--- src/rtl/store_buffer.sv ---
// rtl/store_buffer.sv - posted-write store buffer: sb/sh/sw formatting, FIFO drain, load hazard detect
// Stores are formatted at acceptance, so every queue entry is already a word write ready for memory.
module store_buffer #(
  parameter int DEPTH = 4
) (
  input  logic                     clk,
  input  logic                     reset,
  input  logic                     st_valid,
  output logic                     st_ready,
  input  logic [2:0]               st_funct3,
  input  logic [31:0]              st_addr,
  input  logic [31:0]              st_data,
  output logic                     st_err,
  output logic                     mem_valid,
  input  logic                     mem_ready,
  output logic [31:0]              mem_addr,
  output logic [31:0]              mem_wdata,
  output logic [3:0]               mem_be,
  input  logic                     ld_check,
  input  logic [31:0]              ld_addr,
  output logic                     ld_hazard,
  output logic [$clog2(DEPTH):0]   count,
  output logic                     empty
);

  localparam int PW = $clog2(DEPTH);

  logic [PW-1:0] rd_ptr_q, rd_ptr_d;
  logic [PW-1:0] wr_ptr_q, wr_ptr_d;
  logic [PW:0]   count_q, count_d;
  logic          st_err_q, st_err_d;

  logic [29:0]   entry_addr_q [DEPTH];
  logic [29:0]   entry_addr_d [DEPTH];
  logic [31:0]   entry_data_q [DEPTH];
  logic [31:0]   entry_data_d [DEPTH];
  logic [3:0]    entry_be_q   [DEPTH];
  logic [3:0]    entry_be_d   [DEPTH];

  logic [1:0]    off;
  logic [3:0]    fmt_be;
  logic [31:0]   fmt_wdata;
  logic          fmt_legal;
  logic          full;
  logic          accept;
  logic          push;
  logic          pop;
  logic          hit;
  logic [PW-1:0] slot;
  logic          unused_ld_lsbs;

  assign off = st_addr[1:0];

  always_comb begin
    fmt_be    = 4'b0000;
    fmt_wdata = st_data;
    fmt_legal = 1'b0;
    case (st_funct3)
      3'b000: begin
        fmt_be    = 4'b0001 << off;
        fmt_wdata = {4{st_data[7:0]}};
        fmt_legal = 1'b1;
      end
      3'b001: begin
        fmt_be    = off[1] ? 4'b1100 : 4'b0011;
        fmt_wdata = {2{st_data[15:0]}};
        fmt_legal = !off[0];
      end
      3'b010: begin
        fmt_be    = 4'b1111;
        fmt_wdata = st_data;
        fmt_legal = (off == 2'b00);
      end
      default: begin
        fmt_be    = 4'b0000;
        fmt_wdata = st_data;
        fmt_legal = 1'b0;
      end
    endcase
  end

  // No pass-through: a full buffer refuses stores even while the head is popping.
  assign full      = (count_q == (PW+1)'(DEPTH));
  assign st_ready  = !full;
  assign mem_valid = (count_q != '0);
  assign empty     = (count_q == '0);
  assign count     = count_q;
  assign st_err    = st_err_q;

  assign accept = st_valid && st_ready;
  assign push   = accept && fmt_legal;
  assign pop    = mem_valid && mem_ready;

  assign mem_addr  = {entry_addr_q[rd_ptr_q], 2'b00};
  assign mem_wdata = entry_data_q[rd_ptr_q];
  assign mem_be    = entry_be_q[rd_ptr_q];

  always_comb begin
    rd_ptr_d = rd_ptr_q;
    wr_ptr_d = wr_ptr_q;
    count_d  = count_q;
    st_err_d = accept && !fmt_legal;
    for (int i = 0; i < DEPTH; i++) begin
      entry_addr_d[i] = entry_addr_q[i];
      entry_data_d[i] = entry_data_q[i];
      entry_be_d[i]   = entry_be_q[i];
    end
    if (push) begin
      entry_addr_d[wr_ptr_q] = st_addr[31:2];
      entry_data_d[wr_ptr_q] = fmt_wdata;
      entry_be_d[wr_ptr_q]   = fmt_be;
      wr_ptr_d               = wr_ptr_q + PW'(1);
    end
    if (pop) begin
      rd_ptr_d = rd_ptr_q + PW'(1);
    end
    case ({push, pop})
      2'b10:   count_d = count_q + (PW+1)'(1);
      2'b01:   count_d = count_q - (PW+1)'(1);
      default: count_d = count_q;
    endcase
  end

  always_ff @(posedge clk or posedge reset) begin
    if (reset) begin
      rd_ptr_q <= '0;
      wr_ptr_q <= '0;
      count_q  <= '0;
      st_err_q <= 1'b0;
      for (int i = 0; i < DEPTH; i++) begin
        entry_addr_q[i] <= '0;
        entry_data_q[i] <= '0;
        entry_be_q[i]   <= '0;
      end
    end else begin
      rd_ptr_q <= rd_ptr_d;
      wr_ptr_q <= wr_ptr_d;
      count_q  <= count_d;
      st_err_q <= st_err_d;
      for (int i = 0; i < DEPTH; i++) begin
        entry_addr_q[i] <= entry_addr_d[i];
        entry_data_q[i] <= entry_data_d[i];
        entry_be_q[i]   <= entry_be_d[i];
      end
    end
  end

  // A slot is occupied when its distance from the head is below the occupancy;
  // the head popping this cycle still counts, since memory has not taken it yet.
  always_comb begin
    hit  = 1'b0;
    slot = '0;
    for (int i = 0; i < DEPTH; i++) begin
      slot = PW'(i) - rd_ptr_q;
      if (({1'b0, slot} < count_q) && (entry_addr_q[i] == ld_addr[31:2])) begin
        hit = 1'b1;
      end
    end
    ld_hazard = ld_check && hit;
  end

  assign unused_ld_lsbs = ^ld_addr[1:0];

endmodule

--- config.mk ---
export PLATFORM = sky130hd
export DESIGN_NAME = store_buffer
export DESIGN_NICKNAME = d
export VERILOG_FILES = /design/src/rtl/store_buffer.sv
export SDC_FILE = /design/constraint.sdc
export NUM_CORES = 1
export LEC_CHECK = 0
export CAP_MARGIN = 20
export CORE_ASPECT_RATIO = 1.5
export CORE_UTILIZATION = 51
export CTS_CLUSTER_SIZE = 30
export DETAILED_ROUTE_END_ITERATION = 6
export PLACE_DENSITY = 0.77
export SLEW_MARGIN = 40
export SYNTH_ARGS = -nofsm -noshare
export SYNTH_HDL_FRONTEND = slang
export SYNTH_SLANG_ARGS = --single-unit
--- constraint.sdc ---
create_clock -name clk -period 8.5 [get_ports clk]
set_input_delay 1.7 -clock clk [delete_from_list [all_inputs] [get_ports clk]]
set_output_delay 1.7 -clock clk [all_outputs]
set_load 0.01 [all_outputs]
# Word-level counts from Yosys, hierarchy flattened
# Cells that the tools add are included.
[word_totals]
register_bits = 272
[op_classes]
add_sub_neg = 8
magnitude_cmp = 7
n_eq_ne = 9
shifts = 1
muxes = 27
bitwise_logic = 2
n_reduce_logical = 18
[ops]
columns = ["op", "n"]
rows = [
  ["128-bit bitwise mux", 1],
  ["120-bit bitwise mux", 1],
  ["30-bit == test", 4],
  ["32-bit 2-to-1 mux", 3],
  ["30-bit 2-to-1 mux", 3],
  ["32-bit binary-select mux with 2-bit select", 1],
  ["32-bit demux with 2-bit select", 1],
  ["32-bit case mux with 2 select lines", 1],
  ["30-bit binary-select mux with 2-bit select", 1],
  ["30-bit demux with 2-bit select", 1],
  ["16-bit bitwise mux", 1],
  ["4-bit 2-to-1 mux", 4],
  ["2-bit by 3-bit less-than comparator with 1-bit output", 4],
  ["4-bit case mux with 3 select lines", 1],
  ["1-bit logical AND", 10],
  ["4-bit binary-select mux with 2-bit select", 1],
  ["4-bit demux with 2-bit select", 1],
  ["3-bit greater-or-equal comparator (second input constant)", 2],
  ["3-bit logical NOT", 2],
  ["2-bit inverter with 3-bit output", 2],
  ["3-bit case mux with 2 select lines", 1],
  ["2-bit by 1-bit adder with 2-bit output (second input constant)", 2],
  ["1-bit 2-to-1 mux", 4],
  ["1-bit by 2-bit << shifter with 4-bit output (first input constant)", 1],
  ["other kinds (15)", 19],
]

# Logic depth before layout (Yosys ltp)
[logic_depth]
word_depth = 8
ltp_mapped = 11
depth_no_buf = 10

# Least setup slack after synthesis
# Ideal clock, no wire load.
[synth_path]
kind = "in2out"
from = "input ld_addr[16]"
to = "output ld_hazard"
arrival_ns = 2.700
required_ns = 6.800
path_slack_ns = 4.100
cell_stages = 5
n_path_buf = 0
cell_sequence = "xor2_1 > nor4_1 > nand4_1 > a2111oi_0 > or4_1"
[synth_between]
elab_chain_cells = 7
[synth_rtl]
columns = ["item", "line", "text"]
rows = [
  ["start, declared", "20", "input logic [31:0] ld_addr,"],
  ["30-bit == test", "155", "if (({1'b0, slot} < count_q) && (entry_addr_q[i] == ld_addr[31:2])) begin"],
  ["1-bit logical AND", "155", ""],
  ["1-bit 2-to-1 mux (3 in a row)", "155", ""],
  ["1-bit 2-to-1 mux (*)", "155", ""],
  ["1-bit logical AND (*)", "159", "ld_hazard = ld_check && hit;"],
  ["end, declared", "21", "output logic ld_hazard,"],
]
# Mark *: on every way between the ends. The rest lies on a longest branch, timed or not.

# Worst setup path in the final report
[layout_path]
from = "input ld_addr[20]"
to = "output ld_hazard"
# The elaborated chain is that of the path after synthesis.

==> results.yml <==
run_status:
  status: "finished, violations left"
  violations: "DRC"
routing:
  wl_per_cell_microns: 22.9
  totalWireLength_microns: 35800
  drc: 18
  drtIter0Drc: 387
  first_pass_iters: 7
  antenna_left: 0
  viasPerCell: 5.70
  vias: 8908
die:
  start_util_pct: 52.2
  io_pins: 180
  rows: 74
  dieWidth_microns: 139
  dieArea_sq_um: 28700
  die_h_microns: 207
  core-area_sq_um: 27400
cts:
  cts_root_buf: "clkbuf_16"
  cts_buffers: 28
  clock_latency_ns: 0.55
  cts_sinks: 272
  clkTransAtPathRegs_ns: 0.06
  h-tree-depth: 1
  cts_resized: 0
  hold_buffers: 0
  cts_tree: "done"
  clk_path_buf_depth: 3
  post_cts_buffers: 0
power:
  switchingPower_mw: 2.20
  clkPwrFrac_pct: 19.7
  combPwrFrac_pct: 43.3
  power.total_mw: 6.68
  power_density_nw_per_um2: 391
  p_leak_nw: 7.94
  seq_power_share_pct: 37.0
  ir_drop_mv: 0.212
  power.internal_mw: 4.48
  p_sw_share_pct: 32.9
sta:
  slew_headroom_pct: 48.2
  worst_pin_slew_ns: 0.775
  max_freq_ghz: 0.165
  finalSetupViolations: 0
  grt_setup_unrepaired: "no"
  fin_skew_ns: 0.0157
  fin_ws_ns: 2.44
  fin_crit_sh_pct: 71.3
  hold_viol: 0
  holdWs_ns: 0.476
  tns_ns: 0
  slew_viol_final: 0
  fin_crit_ns: 6.06
setup_path:
  cp_slowest_cell: "nor4_2"
  required_ns: 6.80
  crit_arrival_ns: 4.36
  endpoint_kind: "primary output"
  path_class: "input port to primary output"
  crit_path_max_incr_delay_ns: 0.60
  crit_path_start_kind: "input port"
  cp_max_fo: 4
  crit_chain: "clkdlybuf4s50_1, xor2_1, nor4_2, nand4_1, a2111oi_0, or4_1, clkdlybuf4s50_1"
  path_common_cell: "clkdlybuf4s50_1"
global_route:
  track_usage_pct: 25.9
  antenna_found_initial: 0
  grt_pass1_wl_microns: 56600
  grt_pass1_vias: 9637
  gr-total-overflow: 0
  grt_max_degree: 157
placed_design:
  finalWeightedCongestion: 0.921
  dp_hpwl_microns: 24300
  dpl-instance-area_sq_um: 16000
  placed_cells: 1510
  portBuffers: 175
  pre_cts_ws_ns: 2.49
synth:
  synth_top_area_share_pct: 47.6
  netlist_top_cells_area: "dfrtp_1 48%, mux2_4 16%, mux4_2 10%"
  netlist_area_sq_um: 14300
  ys.warnings.count: 0
  ys_seq_area_share_pct: 47.6
  syn_area_per_cell_sq_um: 13.7
  synth.ff_latch_count: 272
  synth_top_cell_by_area: "dfrtp_1"
  synth_cell_types: 38
  syn_inst: 1043
cells_and_area:
  antenna_cells: 0
  drive_above_1_share_pct: 24.2
  syn2layout_area_growth_pct: 19.4
  nets: 1314
  final_util_pct: 62.3
  fin_cells: 1564
  fillers: 2086
  fin_area_sq_um: 17100
job:
  cap_viol_max_count: 0
worst_hold_path:
  min_path_type: "flop to flop"
[layout by cell type, fill, tap and decap left out, types with 2 or more instances in the layout]
cell type	n
nand4_1	12
inv_1	13
bufinv_16	4
clkdlybuf4s50_1	175
clkinvlp_4	4
o21ai_0	116
clkinv_2	4
nand2_1	115
clkbuf_16	29
a21oi_1	8
clkbuf_1	5
xor2_1	114
mux2_2	8
clkbuf_8	6
mux2_4	152
o21a_1	2
buf_4	9
dfrtp_1	270
xnor2_1	13
conb_1	2
a2111oi_0	4
dfrtp_4	2
nor3_1	4
ha_1	9
mux4_2	66
nor2b_1	3
nand3_1	5
nor4_1	23
buf_16	2
buf_6	2
nor2_1	4
mux2i_1	24
[synthesized netlist by cell type]
| cell | count |
|---|---|
| fa_1 | 1 |
| clkbuf_2 | 4 |
| mux2_4 | 152 |
| clkbuf_1 | 12 |
| and2_4 | 1 |
| buf_1 | 1 |
| mux2i_1 | 24 |
| nor3_1 | 4 |
| nor2b_1 | 3 |
| buf_6 | 5 |
| nor3_2 | 1 |
| o21a_1 | 2 |
| nand2_1 | 115 |
| nand2b_1 | 1 |
| or3b_4 | 1 |
| and3_1 | 1 |
| buf_2 | 11 |
| buf_12 | 16 |
| nand3_1 | 5 |
| mux4_2 | 66 |
| nor2_1 | 4 |
| xor2_1 | 114 |
| o22ai_2 | 1 |
| o21ai_0 | 116 |
| nor4_1 | 24 |
| dfrtp_1 | 272 |
| a21oi_1 | 8 |
| xnor2_1 | 13 |
| a2111oi_0 | 4 |
| nand4_1 | 12 |
| inv_1 | 14 |
| a21boi_0 | 1 |
| conb_1 | 1 |
| buf_4 | 14 |
| mux2_2 | 8 |
| nor2_2 | 1 |
| ha_1 | 9 |
| or4_1 | 1 |
[routing by layer]
| layer | vias to the layer above | share of wire [%] | GRT usage (%) |
|---|---|---|---|
| li1 | 4034 | - | - |
| met1 | 4522 | 38 | 31.4 |
| met2 | 267 | 51 | 44.8 |
| met3 | 85 | 4.6 | 3.44 |
| met4 | 0 | 5.5 | 13.9 |
| met5 | - | 0 | 0 |
[registers in the layout (all words and copies together), names as in the netlist]
signal,cells
st_err,1
count,3
entry_data_q,128
wr_ptr_q,2
entry_addr_q,120
rd_ptr_q,2
entry_be_q,16
[area by class of cell]
type,count,area [sq um],area share (%)
multi-input combinational,695,6850,40.1
inverter,14,56.3,0.330
sequential,272,6810,39.9
clock inverter,12,171,1.00
clock buffer,40,827,4.85
tap,342,428,2.51
timing repair buffer,189,1920,11.2
[kinds of logic (layout without fill, tap and decap cells)]
| kind of cell | count (synthesis) | after routing | share of synthesized area, % |
|---|---|---|---|
| other cells | 1 | 2 | 0.0262 |
| xor+xnor | 127 | 127 | 7.78 |
| flops | 272 | 272 | 47.6 |
| fa+ha+maj | 10 | 10 | 0.928 |
| simple gates | 174 | 174 | 5.54 |
| buf+inv | 77 | 255 | 4.60 |
| compound gates | 132 | 132 | 4.83 |
| mux | 250 | 250 | 28.7 |
[critical path: cells and delay by family]
family | cells | cell delay (ns)
AOI/OAI and AO/OA | 1 | 0.44
and+or+nand+nor | 3 | 0.95
xor gates and xnor gates | 1 | 0.21
buffers and inverters | 2 | 1.04
[worst paths after layout]
kind                                    end  cells after the start             start  slack, ns
setup reg to reg           entry_data_q[36]                      6          count[0]       5.59
hold / removal             entry_data_q[94]                      2  entry_data_q[94]       0.48
min in group asynchronous  entry_addr_q[11]                      2             reset       1.54
setup / recovery                  ld_hazard                      7       ld_addr[20]       2.44
max in group asynchronous  entry_data_q[69]                      5             reset       5.59
hold reg to reg            entry_data_q[94]                      2  entry_data_q[94]       0.48
[power groups by stage]
stage | clock (mW) | combinational [mW] | sequential [mW]
2_1_floorplan | 0 | 1.95 | 2.25
3_3_place_gp | 0 | 2.86 | 2.45
3_5_place_dp | 0 | 2.90 | 2.49
4_1_cts | 1.34 | 2.92 | 2.47
5_1_grt | 1.39 | 3.10 | 2.56
6_report | 1.31 | 2.89 | 2.47
Power figures use the tool's default switching activity.
